File: src/rtl/cache_refill_ctrl.sv
// Miss handler for a direct-mapped, write-through cache: refills whole lines from a
// fixed-latency BRAM in offset order 0..3 and forwards every store to main memory.
module cache_refill_ctrl #(
  parameter int ADDR_W      = 16,
  parameter int DATA_W      = 16,
  parameter int OFFSET_W    = 2,
  parameter int MEM_LATENCY = 1
) (
  input  logic              clk_100,
  input  logic              rst,
  input  logic              req_valid,
  input  logic              req_write,
  input  logic [ADDR_W-1:0] addr_in,
  input  logic [DATA_W-1:0] wdata,
  input  logic              hit,
  output logic              stall,
  output logic [ADDR_W-1:0] mem_addr,
  output logic              mem_rd_en,
  output logic              mem_wr_en,
  output logic [DATA_W-1:0] mem_wdata,
  input  logic [DATA_W-1:0] mem_rdata,
  output logic              fill_en,
  output logic [ADDR_W-1:0] fill_addr,
  output logic [DATA_W-1:0] fill_data,
  output logic              fill_done,
  output logic              busy
);

  localparam int LINE_W = ADDR_W - OFFSET_W;
  localparam logic [OFFSET_W-1:0] ONE  = OFFSET_W'(1);
  localparam logic [OFFSET_W-1:0] LAST = '1;

  typedef enum logic [2:0] {IDLE, WRITE, FETCH, DRAIN, DONE} state_t;

  state_t                r_state, w_stateNext;
  logic [LINE_W-1:0]     r_line, w_lineNext;
  logic [OFFSET_W-1:0]   r_issueCnt, w_issueCntNext;
  logic [OFFSET_W-1:0]   r_retCnt, w_retCntNext;
  logic [MEM_LATENCY-1:0] r_retPipe;
  logic                  r_memRdEn, w_memRdEnNext;
  logic                  r_memWrEn, w_memWrEnNext;
  logic                  r_fillDone, w_fillDoneNext;
  logic [ADDR_W-1:0]     r_memAddr, w_memAddrNext;
  logic [DATA_W-1:0]     r_memWdata, w_memWdataNext;
  logic                  w_store, w_miss, w_fillEn, w_lastRet;
  logic [OFFSET_W-1:0]   w_issueInc, w_retInc;

  assign w_store    = (r_state == IDLE) && req_valid && req_write;
  assign w_miss     = (r_state == IDLE) && req_valid && !req_write && !hit;
  assign w_fillEn   = r_retPipe[MEM_LATENCY-1];
  assign w_lastRet  = w_fillEn && (r_retCnt == LAST);
  assign w_issueInc = r_issueCnt + ONE;
  assign w_retInc   = r_retCnt + ONE;

  // r_issueCnt is the offset of the read currently on the memory bus
  always_comb begin
    w_stateNext    = r_state;
    w_lineNext     = r_line;
    w_issueCntNext = r_issueCnt;
    w_retCntNext   = w_fillEn ? w_retInc : r_retCnt;
    w_memRdEnNext  = 1'b0;
    w_memWrEnNext  = 1'b0;
    w_memAddrNext  = r_memAddr;
    w_memWdataNext = r_memWdata;
    w_fillDoneNext = 1'b0;
    case (r_state)
      IDLE: begin
        if (w_store) begin
          w_stateNext    = WRITE;
          w_memWrEnNext  = 1'b1;
          w_memAddrNext  = addr_in;
          w_memWdataNext = wdata;
        end else if (w_miss) begin
          w_stateNext    = FETCH;
          w_lineNext     = addr_in[ADDR_W-1:OFFSET_W];
          w_issueCntNext = '0;
          w_retCntNext   = '0;
          w_memRdEnNext  = 1'b1;
          w_memAddrNext  = {addr_in[ADDR_W-1:OFFSET_W], {OFFSET_W{1'b0}}};
        end
      end
      WRITE: w_stateNext = IDLE;
      FETCH: begin
        if (r_issueCnt == LAST) begin
          w_stateNext    = w_lastRet ? DONE : DRAIN;
          w_fillDoneNext = w_lastRet;
        end else begin
          w_issueCntNext = w_issueInc;
          w_memRdEnNext  = 1'b1;
          w_memAddrNext  = {r_line, w_issueInc};
        end
      end
      DRAIN: begin
        if (w_lastRet) begin
          w_stateNext    = DONE;
          w_fillDoneNext = 1'b1;
        end
      end
      DONE:    w_stateNext = IDLE;
      default: w_stateNext = IDLE;
    endcase
  end

  // Clearing the return pipeline on reset drops in-flight reads, so an aborted line never fills
  always_ff @(posedge clk_100) begin
    if (rst) begin
      r_state    <= IDLE;
      r_line     <= '0;
      r_issueCnt <= '0;
      r_retCnt   <= '0;
      r_retPipe  <= '0;
      r_memRdEn  <= 1'b0;
      r_memWrEn  <= 1'b0;
      r_fillDone <= 1'b0;
      r_memAddr  <= '0;
      r_memWdata <= '0;
    end else begin
      r_state    <= w_stateNext;
      r_line     <= w_lineNext;
      r_issueCnt <= w_issueCntNext;
      r_retCnt   <= w_retCntNext;
      r_memRdEn  <= w_memRdEnNext;
      r_memWrEn  <= w_memWrEnNext;
      r_fillDone <= w_fillDoneNext;
      r_memAddr  <= w_memAddrNext;
      r_memWdata <= w_memWdataNext;
      r_retPipe[0] <= r_memRdEn;
      for (int i = 1; i < MEM_LATENCY; i++) begin
        r_retPipe[i] <= r_retPipe[i-1];
      end
    end
  end

  assign stall     = ((r_state != IDLE) && (r_state != DONE)) || w_store || w_miss;
  assign busy      = (r_state != IDLE);
  assign mem_rd_en = r_memRdEn;
  assign mem_wr_en = r_memWrEn;
  assign mem_addr  = r_memAddr;
  assign mem_wdata = r_memWdata;
  assign fill_done = r_fillDone;
  // Fill word is taken straight off the BRAM output in the cycle its tag emerges
  assign fill_en   = w_fillEn;
  assign fill_addr = w_fillEn ? {r_line, r_retCnt} : '0;
  assign fill_data = w_fillEn ? mem_rdata : '0;

endmodule

File: config.mk
export PLATFORM = sky130hd
export DESIGN_NAME = cache_refill_ctrl
export DESIGN_NICKNAME = d
export VERILOG_FILES = /design/src/rtl/cache_refill_ctrl.sv
export SDC_FILE = /design/constraint.sdc
export NUM_CORES = 1
export LEC_CHECK = 0
export CORE_MARGIN = 3
export CORE_UTILIZATION = 40
export CTS_CLUSTER_DIAMETER = 30
export CTS_CLUSTER_SIZE = 14
export DETAILED_ROUTE_END_ITERATION = 16
export PLACE_DENSITY = 0.78
export SLEW_MARGIN = 5
export SYNTH_ARGS = -nofsm -noshare
export SYNTH_HDL_FRONTEND = slang
export SYNTH_SLANG_ARGS = --single-unit
File: constraint.sdc
create_clock -name clk_100 -period 2 [get_ports clk_100]
set_input_delay 0.2 -clock clk_100 [delete_from_list [all_inputs] [get_ports clk_100]]
set_output_delay 0.2 -clock clk_100 [all_outputs]
set_load 0.03 [all_outputs]
==> impl_metrics.yaml <==
global_route:
  grt.met3_usage: 0.0461
  grt.total_usage: 0.198
  antenna_found_initial: 0
  grt_max_degree: 28
  grt_pass1_vias: 2406
  grt_pass1_wl_mm: 11.7
  grt_overflow: 0
  met1_usage: 0.242
  grtUsageMet2: 0.334
  top_usage_layer: "met2"
synth:
  avgSynthCellArea_um2: 8.72
  async_reset_ff_frac: 0
  synth-xor-area-share: 0
  netlist_top_cells_area: "dfxtp_1 45%, a21oi_1 9.8%, nand2_1 9.6%, and2_1 8.6%, mux2i_1 6.7%"
  seq_area_frac_synth: 0.447
  yosys_most_used_dff: "dfxtp_1"
  synth_top_area_cell: "dfxtp_1"
  synth_edf_count: 0
  synth_mux_area_frac: 0.0666
  netlist_area_um2: 2550
  yosysWarnings: 0
  synth_top_area_share: 0.447
  synthSimpleGateAreaFrac: 0.237
  ys_types: 29
  synth_compound_area_frac: 0.186
  netlist_instances: 293
  syn_nets: 349
  synth-adder-area-share: 0.0147
  synth_top_family_by_area: "simple AND/OR/NAND/NOR gates"
  synth-seq-cells: 57
routing:
  postRouteAntennaNets: 0
  drc: 0
  wl_per_cell_um: 14.8
  first_iter_violations: 88
  dr.pass1.iters: 4
  vias: 2500
  detail_route.vias_per_cell: 5.05
  wirelength_mm: 7.32
clocking:
  clock_path_buffers: 2
  cts.sinks: 57
  post_cts_resized: 0
  cts_tree: "done"
  ctsHoldBuffers: 0
  postCtsSetupBuffers: 0
  htree_levels: 3
  numCtsBuffers: 9
  cts_root_buf: "clkbuf_8"
  clkTransAtPathRegs_ns: 0.06
  clock_latency_ns: 0.32
critical_path:
  worstReg2RegStart: "r_state[1]"
  path_class: "reg2out"
  worstSetupEndpointType: "output port"
  worstPathMaxFanout: 8
  critPathArrivalTime_ns: 1.72
  worstPathRequired_ns: 1.80
  worstSetupStartpoint: "r_state[1]"
  critPathLaunchType: "flop"
die:
  start_util: 0.421
  rows: 28
  die-area_um2: 7380
  die_w_um: 85.9
  pin_count: 123
  coreArea_um2: 6060
  dieHeight_um: 85.9
power:
  swShare: 0.402
  p_seq_frac: 0.307
  ir_drop_v: 0.000714
  leakage_nw: 1.55
  power_switching_mw: 2.04
  power_frac_comb: 0.504
  p_clk_frac: 0.189
  p_int_mw: 3.04
  power_density_nw_per_um2: 1280
timing:
  slew_violations: 0
  hold_viol: 0
  timing.final.crit_period_ns: 1.92
  setup_viol: 0
  skew_ns: 0.00503
  post-route-period-util: 0.961
  finalSetupTns_ns: 0
  fmax_mhz: 520
  rsz0062_at_grt: "no"
  worstMarginPinSlew_ns: 0.568
  hold_slack_ns: 0.327
  slew_headroom: 0.621
min_path:
  hold_class: "in2reg"
  hp-start: "rst"
place:
  dp_hpwl_mm: 5.23
  gp_congestion: 0.813
  port_buffers: 122
layout:
  drive_gt1_frac: 0.186
  finalNetCount: 472
  syn2layout_area_growth_pct: 54.9
  diodes: 0
run:
  drv_cap: 0
run_status:
  outcome: "completed"
==> flip-flops by register name, indices dropped and copies added, names as in the netlist <==
| name | flops |
|---|---|
| mem_rd_en | 1 |
| fill_en | 1 |
| r_issueCnt | 2 |
| mem_addr | 16 |
| r_state | 3 |
| r_retCnt | 2 |
| mem_wr_en | 1 |
| fill_done | 1 |
| mem_wdata | 16 |
| r_line | 14 |
==> logic make-up after synthesis <==
group | after synthesis
AND/OR/NAND/NOR | 121
flip-flops | 57
AO/OA/AOI/OAI | 72
multiplexers | 17
buffers and inverters | 23
adder cells (fa/ha/maj) | 3
==> power by group through the flow <==
stage / clock, mW / combinational (mW) / sequential [mW]
2_1_floorplan: 0 / 1.28 / 1.96
3_3_place_gp: 0 / 2.53 / 1.58
3_5_place_dp: 0 / 2.57 / 1.57
4_1_cts: 0.989 / 2.57 / 1.56
5_1_grt: 1.04 / 2.72 / 1.60
6_report: 0.960 / 2.56 / 1.56
==> through the flow <==
stage          power (mW)  instance area, µm²  cells   util  setup WS [ns]
6_report             5.08                3960    495  0.653         0.0774
5_1_grt              5.36                3960    495  0.653         0.0310
4_1_cts              5.12                3950    495  0.652         0.0149
3_5_place_dp         4.14                3770    480  0.622         0.0730
3_3_place_gp         4.10                3770    480  0.622          0.153
2_1_floorplan        3.23                2550    293      -          0.384
==> worst paths after layout <==
check	slack, ns	cells after the start	to
setup / recovery	0.08	2	busy
hold / removal	0.33	2	r_issueCnt[1]
setup reg to reg	0.34	5	mem_addr[3]
hold reg to reg	0.45	2	mem_wdata[2]
==> worst max-delay path, cell delays in order, from the launching register on <==
cell and delay [ns]:
dfxtp_2 0.36, or3_4 0.42, clkdlybuf4s50_1 0.61
==> layer usage <==
layer | up-vias | wire length (µm)
met3 | 6 | 533
li1 | 1249 | -
met2 | 89 | 3520
met4 | 0 | 77
met1 | 1156 | 3180
met5 | - | 0
==> Yosys cell counts, types with 5 or more instances <==
| cell | n |
|---|---|
| nand2_1 | 65 |
| dfxtp_1 | 57 |
| a21oi_1 | 50 |
| and2_1 | 35 |
| mux2i_1 | 17 |
| clkbuf_1 | 12 |
| a211oi_2 | 11 |
| a211oi_1 | 6 |
| buf_2 | 6 |
| nor2_1 | 5 |
==> cell usage in the layout, fill, tap and decap left out, drive strengths merged, types with 2 or more instances in the layout <==
cell type,n
clkdlybuf4s50,88
nor4,3
clkinv,3
mux2i,17
nor4b,2
nand2,65
a21oi,50
nor3b,3
a211oi,17
dfxtp,57
nor2b,2
clkbuf,12
nor2,5
ha,3
buf,47
and2,35
==> layout make-up <==
type,count,area (µm²)
tap,75,93.8
sequential,57,1140
timing repair buffer,135,1240
clock inverter,3,15.0
multi-input combinational,213,1290
fill,530,2110
clock buffer,12,165
Power figures use the tool's default switching activity.
